### src/rtl/key_event.sv
`default_nettype none
// +----------------------------------------------------------------------------+
// | key_event : click / double-click / long-press / auto-repeat classifier     |
// | Optional build macro KEY_REPEAT_EN enables the rep_o auto-repeat pulses.   |
// | Revision  : 1.0                                                            |
// +----------------------------------------------------------------------------+
module key_event #(
  parameter int LONG_TICKS   = 200,
  parameter int DCLICK_GAP   = 60,
  parameter int REPEAT_TICKS = 20
) (
  input  logic clk_i,
  input  logic rst_i,
  input  logic pressed_i,
  output logic click_o,
  output logic dclick_o,
  output logic long_o,
  output logic rep_o,
  output logic busy_o
);

  localparam bit c_params_ok = (LONG_TICKS   >= 2) && (LONG_TICKS   <= 255) &&
                               (DCLICK_GAP   >= 2) && (DCLICK_GAP   <= 255) &&
                               (REPEAT_TICKS >= 2) && (REPEAT_TICKS <= 255);

  generate
    if (!c_params_ok) begin : g_param_err
      $error("key_event: tick parameters must lie in 2..255");
    end
  endgenerate

  localparam logic [7:0] c_long_ticks = 8'(LONG_TICKS);
  localparam logic [7:0] c_dclick_gap = 8'(DCLICK_GAP);

  typedef enum logic [2:0] {
    IDLE   = 3'd0,
    PRESS1 = 3'd1,
    WAIT2  = 3'd2,
    PRESS2 = 3'd3,
    LONG   = 3'd4
  } state_t;

  state_t     state_q, state_d;
  logic [7:0] cnt_q, cnt_d;
  logic [7:0] w_cnt_inc;
  logic       click_q, click_d;
  logic       dclick_q, dclick_d;
  logic       long_q, long_d;
  logic       busy_q, busy_d;

`ifdef KEY_REPEAT_EN
  localparam logic [7:0] c_repeat_ticks = 8'(REPEAT_TICKS);
  logic rep_q, rep_d;
`endif

  // Saturating increment: the counter never wraps back to a small value.
  assign w_cnt_inc = (cnt_q == 8'hFF) ? cnt_q : cnt_q + 8'd1;

  always_comb begin
    state_d  = state_q;
    cnt_d    = cnt_q;
    click_d  = 1'b0;
    dclick_d = 1'b0;
    long_d   = 1'b0;
`ifdef KEY_REPEAT_EN
    rep_d    = 1'b0;
`endif
    case (state_q)
      IDLE: begin
        if (pressed_i) begin
          state_d = PRESS1;
          cnt_d   = 8'd1;
        end
      end
      PRESS1: begin
        if (!pressed_i) begin
          state_d = WAIT2;
          cnt_d   = 8'd1;
        end else if (w_cnt_inc == c_long_ticks) begin
          state_d = LONG;
          cnt_d   = 8'd0;
          long_d  = 1'b1;
        end else begin
          cnt_d = w_cnt_inc;
        end
      end
      WAIT2: begin
        // A high edge breaks the low run, so the press always wins here.
        if (pressed_i) begin
          state_d = PRESS2;
          cnt_d   = 8'd0;
        end else if (w_cnt_inc == c_dclick_gap) begin
          state_d = IDLE;
          cnt_d   = 8'd0;
          click_d = 1'b1;
        end else begin
          cnt_d = w_cnt_inc;
        end
      end
      PRESS2: begin
        if (!pressed_i) begin
          state_d  = IDLE;
          cnt_d    = 8'd0;
          dclick_d = 1'b1;
        end else begin
          cnt_d = w_cnt_inc;
        end
      end
      LONG: begin
        if (!pressed_i) begin
          state_d = IDLE;
          cnt_d   = 8'd0;
        end else begin
`ifdef KEY_REPEAT_EN
          if (w_cnt_inc == c_repeat_ticks) begin
            cnt_d = 8'd0;
            rep_d = 1'b1;
          end else begin
            cnt_d = w_cnt_inc;
          end
`else
          cnt_d = cnt_q;
`endif
        end
      end
      default: begin
        state_d = IDLE;
        cnt_d   = 8'd0;
      end
    endcase
    busy_d = (state_d != IDLE);
  end

  always_ff @(posedge clk_i) begin
    if (rst_i) begin
      state_q  <= IDLE;
      cnt_q    <= 8'd0;
      click_q  <= 1'b0;
      dclick_q <= 1'b0;
      long_q   <= 1'b0;
      busy_q   <= 1'b0;
    end else begin
      state_q  <= state_d;
      cnt_q    <= cnt_d;
      click_q  <= click_d;
      dclick_q <= dclick_d;
      long_q   <= long_d;
      busy_q   <= busy_d;
    end
  end

`ifdef KEY_REPEAT_EN
  always_ff @(posedge clk_i) begin
    if (rst_i) begin
      rep_q <= 1'b0;
    end else begin
      rep_q <= rep_d;
    end
  end
  assign rep_o = rep_q;
`else
  assign rep_o = 1'b0;
`endif

  assign click_o  = click_q;
  assign dclick_o = dclick_q;
  assign long_o   = long_q;
  assign busy_o   = busy_q;

endmodule
`default_nettype wire

### config.mk
export PLATFORM = sky130hd
export DESIGN_NAME = key_event
export DESIGN_NICKNAME = d
export VERILOG_FILES = /design/src/rtl/key_event.sv
export SDC_FILE = /design/constraint.sdc
export NUM_CORES = 1
export LEC_CHECK = 0
export CORE_AREA = 3 3 53 55
export CTS_BUF_LIST = sky130_fd_sc_hd__clkbuf_8
export CTS_CLUSTER_SIZE = 14
export DETAILED_ROUTE_END_ITERATION = 12
export DIE_AREA = 0 0 56 58
export GPL_ROUTABILITY_DRIVEN = 0
export PLACE_DENSITY_LB_ADDON = 0.12
export SYNTH_ARGS = -nofsm -noshare
export SYNTH_HDL_FRONTEND = slang
export SYNTH_SLANG_ARGS = --single-unit
### constraint.sdc
create_clock -name clk_i -period 2.35 [get_ports clk_i]
set_input_delay 0.47 -clock clk_i [delete_from_list [all_inputs] [get_ports clk_i]]
set_output_delay 0.47 -clock clk_i [all_outputs]
set_load 0.05 [all_outputs]
# Yosys cells after proc, flatten, opt, wreduce, memory -nomap -nowiden
# Cells that the tools add are included.
[word_totals]
elab_cells = 46
input_bits = 3
regBits = 15
mem_bits_ro = 0
mem_count = 0
ram_bits = 0
latchBits = 0
output_inout_bits = 5
[op_classes]
n_shift = 0
bitwise_logic = 4
n_lt_le_gt_ge = 0
reduce_logical = 7
add_sub_neg = 1
multipliers = 0
n_div = 0
eq_ne = 9
muxes = 19
[ops]
columns = ["cell", "count"]
rows = [
  ["$mux W8", 8],
  ["$pmux W8 S5", 1],
  ["$mux W3", 6],
  ["$eq A8 B8 Y1 const B", 2],
  ["$pmux W3 S4", 1],
  ["$add A8 B1 Y8 const B", 1],
  ["$eq A8 B6 Y1 const B", 1],
  ["$eq A3 B2 Y1 const B", 2],
  ["$reduce_or A3 Y1", 2],
  ["$ne A2 B2 Y1 const B", 2],
  ["$not A1 Y1", 4],
  ["$reduce_or A2 Y1", 2],
  ["$eq A3 B1 Y1 const B", 1],
  ["$eq A3 B3 Y1 const B", 1],
  ["$logic_not A3 Y1", 1],
  ["$mux W1", 3],
  ["$reduce_bool A3 Y1", 1],
  ["$reduce_and A2 Y1", 1],
]

# Depth between registers and ports, before layout
[logic_depth]
word_depth = 7
depth_mapped = 7
ltp_nobuf = 6

# Worst setup path after synthesis
# No wires, ideal clock.
[synth_timing]
kind = "register to register"
start = "reg cnt_q[1]"
end = "reg cnt_q[3]"
setup_slack_ns = 0.316
n_path_buf = 0
period_less_slack_ns = 2.034
arrival_time_ns = 1.912
path_stages_with_launch = 7
required_ns = 2.228
setup_ns = 0.122
path_cell_list = "dfxtp_1 -> ha_1 -> nand2b_1 -> a2111oi_4 -> o221ai_2 -> o211a_1 -> a221o_1"
[synth_via]
elab_chain_len = 6
word_cells_on_any_way = 11
classes_between = "add/sub: 1; eq/ne: 3; mux: 7"
[synth_lines]
columns = ["element", "line_no", "rtl"]
rows = [
  ["start: declaration", "44", "logic [7:0] cnt_q, cnt_d;"],
  ["start signal: assignment", "144", "cnt_q <= cnt_d;"],
  ["$add A8 B1 Y8 / $eq A8 B8 Y1 (equally long branches)", "57", "assign w_cnt_inc = (cnt_q == 8'hFF) ? cnt_q : cnt_q + 8'd1;"],
  ["$mux W8 *", "57", ""],
  ["$eq A8 B6 Y1 / $eq A8 B8 Y1 (equally long branches)", "92, 79", ""],
  ["$mux W8, on equally long branches", "92, 79", ""],
  ["$mux W8, on equally long branches", "89, 76", ""],
  ["$pmux W8 S5 *", "68", "case (state_q)"],
]
# Every way passes the cells marked *; elsewhere a longest branch is shown, timed or not.
# A chain may end at the register's enable or synchronous reset.

# Worst setup path in the final report
[layout_timing]
start = "reg cnt_q[2]"
end = "reg cnt_q[7]"
# Same word-level chain as after synthesis.

==> flow_summary.ini <==
[drt]
drc = 0
via_per_inst = 6.041
antenna_left = 0
firstDrtPassIters = 4
first_iter_violations = 61
drt_wl_total_um = 2931
vias = 1184
avgRoutedWirePerCell_um = 14.95

[floorplanning]
fp.dieH_um = 58
die_w_um = 56
core_um2 = 2432
initial_core_util = 0.5015
num_io_pins = 8
num_rows = 18
die_area_um2 = 3248

[worst_setup_path]
crit_start = cnt_q[2]
rr_worst_depth = 5
path_depth = 5
path_delay_family = simple AND/OR/NAND/NOR gates
worst-path-buf-inv = 0
path_max_fanout = 11
crit_arrival_ns = 2.24
crit_required_ns = 2.47
max_stage_delay_ns = 0.59
critPathLaunchType = flip-flop
critPathCapture = cnt_q[7]
crit_type = flip-flop to flip-flop
reg2reg_to = cnt_q[7]
rr_startpoint = cnt_q[2]
crit_slowest_cell = dfxtp_1
critPathCaptureType = flip-flop
cp_cell_sequence = nand3_1 > or3_1 > mux2i_1 > o31ai_1 > a21oi_1
reg2reg_slack_ns = 0.24

[run]
cap_violations = 0

[cells_and_area]
drive_gt1_frac = 0.1145
nNetsFinal = 171
antenna_cells = 0
multiInputGateArea_um2 = 823.3
area_delta_synth_final_pct = 10.67
seq_area_um2 = 300.3
n_fill_cell = 244
instances_no_fill = 196

[clock_network]
path_clk_slew_ns = 0.06
root_buffer = clkbuf_8
holdBufCountCts = 0
postCtsResizedCells = 0
cts_buffer_depth = 2
cts_buffers = 3
cts_tree = built
ctsHtreeMaxLevel = 1
post_cts_buffers = 0
clkSinkCount = 15
insertion_delay_ns = 0.25

[logic_synthesis]
async_flop_share = 0
ys_seq_area_frac = 0.2462
synth_top_area_frac = 0.2462
synth-edff-count = 0
yosys.area.top_type = dfxtp_1
synthTopCellsByArea = dfxtp_1 (25%), a21oi_1 (6.2%), nor2_1 (4.6%)
synthTopCellsByCount = a21oi_1 (15), dfxtp_1 (15), nor2_1 (15), nand2_1 (10), nand3_1 (9)
synth.cell_area_um2 = 1220
synth_ff_type = dfxtp_1
synth_cell_types = 52
synth_fp_nets = 168
yosys_warnings = 0
synth_cells = 164
syn_avg_cell_area_um2 = 7.439
synth_seq_cells = 15

[timing]
finalMaxSlewViolations = 0
period_minus_slack_ns = 2.115
holdWs_ns = 0.6485
fin_skew_ns = 0.002234
hold_viol = 0
rsz0062_at_grt = no
fin_crit_sh = 0.8998
setup_viol = 0
fin_tns_setup_ns = 0
max_freq_mhz = 472.9

[worst_hold_path]
worstHoldStart = state_q[0]
hold_class = flip-flop to flip-flop

[global_routing]
overflow = 0
grt_max_degree = 15
grt_first_pass_wirelength_um = 4864
antenna_found_initial = 0
grt_usage = 0.1914
grt_pass1_vias = 1058

[placed_design]
placed_cells = 192
dp_hpwl_um = 2241
numPortBuffers = 6

[power_and_ir_drop]
p_int_mw = 0.4106
seqPwrFrac = 0.476
p_per_area_nw_per_um2 = 419.2
ir_drop_v = 0.0003895
netSwitchingFraction = 0.2744
clkPwrFrac = 0.374
combPwrFrac = 0.151
leakage_nw = 0.5244
netSwitchingPower_mw = 0.1553

[status]
status = finished, final reports clean
==> metrics by stage <==
| stage | area [um2] | total power, mW | util | setup WS, ns |
|---|---|---|---|---|
| after floorplan | 1220 | 0.3367 | - | 0.3160 |
| after global placement | 1304 | 0.3576 | 0.5360 | 0.2722 |
| after detailed placement | 1304 | 0.3592 | 0.5360 | 0.2131 |
| after CTS | 1350 | 0.5700 | 0.5550 | 0.2669 |
| after global routing | 1350 | 0.5921 | 0.5550 | 0.1533 |
| final | 1350 | 0.5659 | 0.5550 | 0.2354 |
==> flip-flops by register name, summed over array words and instances (netlist names) <==
signal / cells
state_q: 3
dclick_o: 1
long_o: 1
busy_o: 1
cnt_q: 8
click_o: 1
==> power groups by stage <==
stage	sequential [mW]	clock [mW]	combinational, mW
after floorplan	0.275	0	0.0613
after global placement	0.275	0	0.0830
after detailed placement	0.275	0	0.0845
after CTS	0.269	0.216	0.0847
after global routing	0.270	0.228	0.0935
final	0.269	0.211	0.0852
==> placed cells by master (no fill, tap or decap), types with 3 or more instances in the layout <==
master and instances:
nor2_1 15, a21oi_1 15, dfxtp_1 15, nand2_1 10, nand3_1 9, o21ai_0 8
buf_4 8, inv_1 6, clkdlybuf4s50_1 6, nor3_1 5, nand2b_1 5, or3_1 3
nor2b_1 3, xor2_1 3, a21boi_0 3, clkbuf_8 3
==> per-layer routing <==
layer | share of wire | global-route usage | vias up
met5 | 0 | 0 | -
met2 | 0.46 | 0.2888 | 23
met3 | 0.032 | 0.04677 | 6
met4 | 0.020 | 0.1051 | 0
li1 | - | - | 602
met1 | 0.49 | 0.2517 | 553
==> worst register-to-register path, delay by kind of cell, from the launching register on <==
family           cells  cell delay, ns
AO/OA/AOI/OAI        2            0.44
multiplexers         1            0.18
AND/OR/NAND/NOR      2            0.79
flip-flops           1            0.59
==> worst min-delay path by stage <==
| stage | slack [ns] | to | cells after the start |
|---|---|---|---|
| 2_1_floorplan | 0.53 | state_q[0] | 2 |
| 3_5_place_dp | 0.64 | cnt_q[7] | 2 |
| 5_1_grt | 0.68 | cnt_q[7] | 2 |
| 3_3_place_gp | 0.62 | cnt_q[7] | 2 |
| 4_1_cts | 0.65 | cnt_q[7] | 2 |
| 6_report | 0.65 | dclick_o | 2 |
==> logic make-up after synthesis <==
| family | after synthesis | share of synthesized area |
|---|---|---|
| buffers and inverters | 22 | 0.07897 |
| AO/OA/AOI/OAI | 49 | 0.2954 |
| multiplexers | 2 | 0.01641 |
| XOR/XNOR | 5 | 0.03590 |
| flip-flops | 15 | 0.2462 |
| adder cells (fa/ha/maj) | 1 | 0.01025 |
| other | 1 | 0.003074 |
| AND/OR/NAND/NOR | 69 | 0.3139 |
==> cell type report <==
class / instances / share of cell area
Sequential cell: 15 / 0.2224
Timing Repair Buffer: 14 / 0.08897
Multi-Input combinational cell: 127 / 0.6098
Tap cell: 30 / 0.02780
Clock inverter: 1 / 0.003707
Clock buffer: 3 / 0.03058
Inverter: 6 / 0.01668
(Power assumes the default switching activity.)
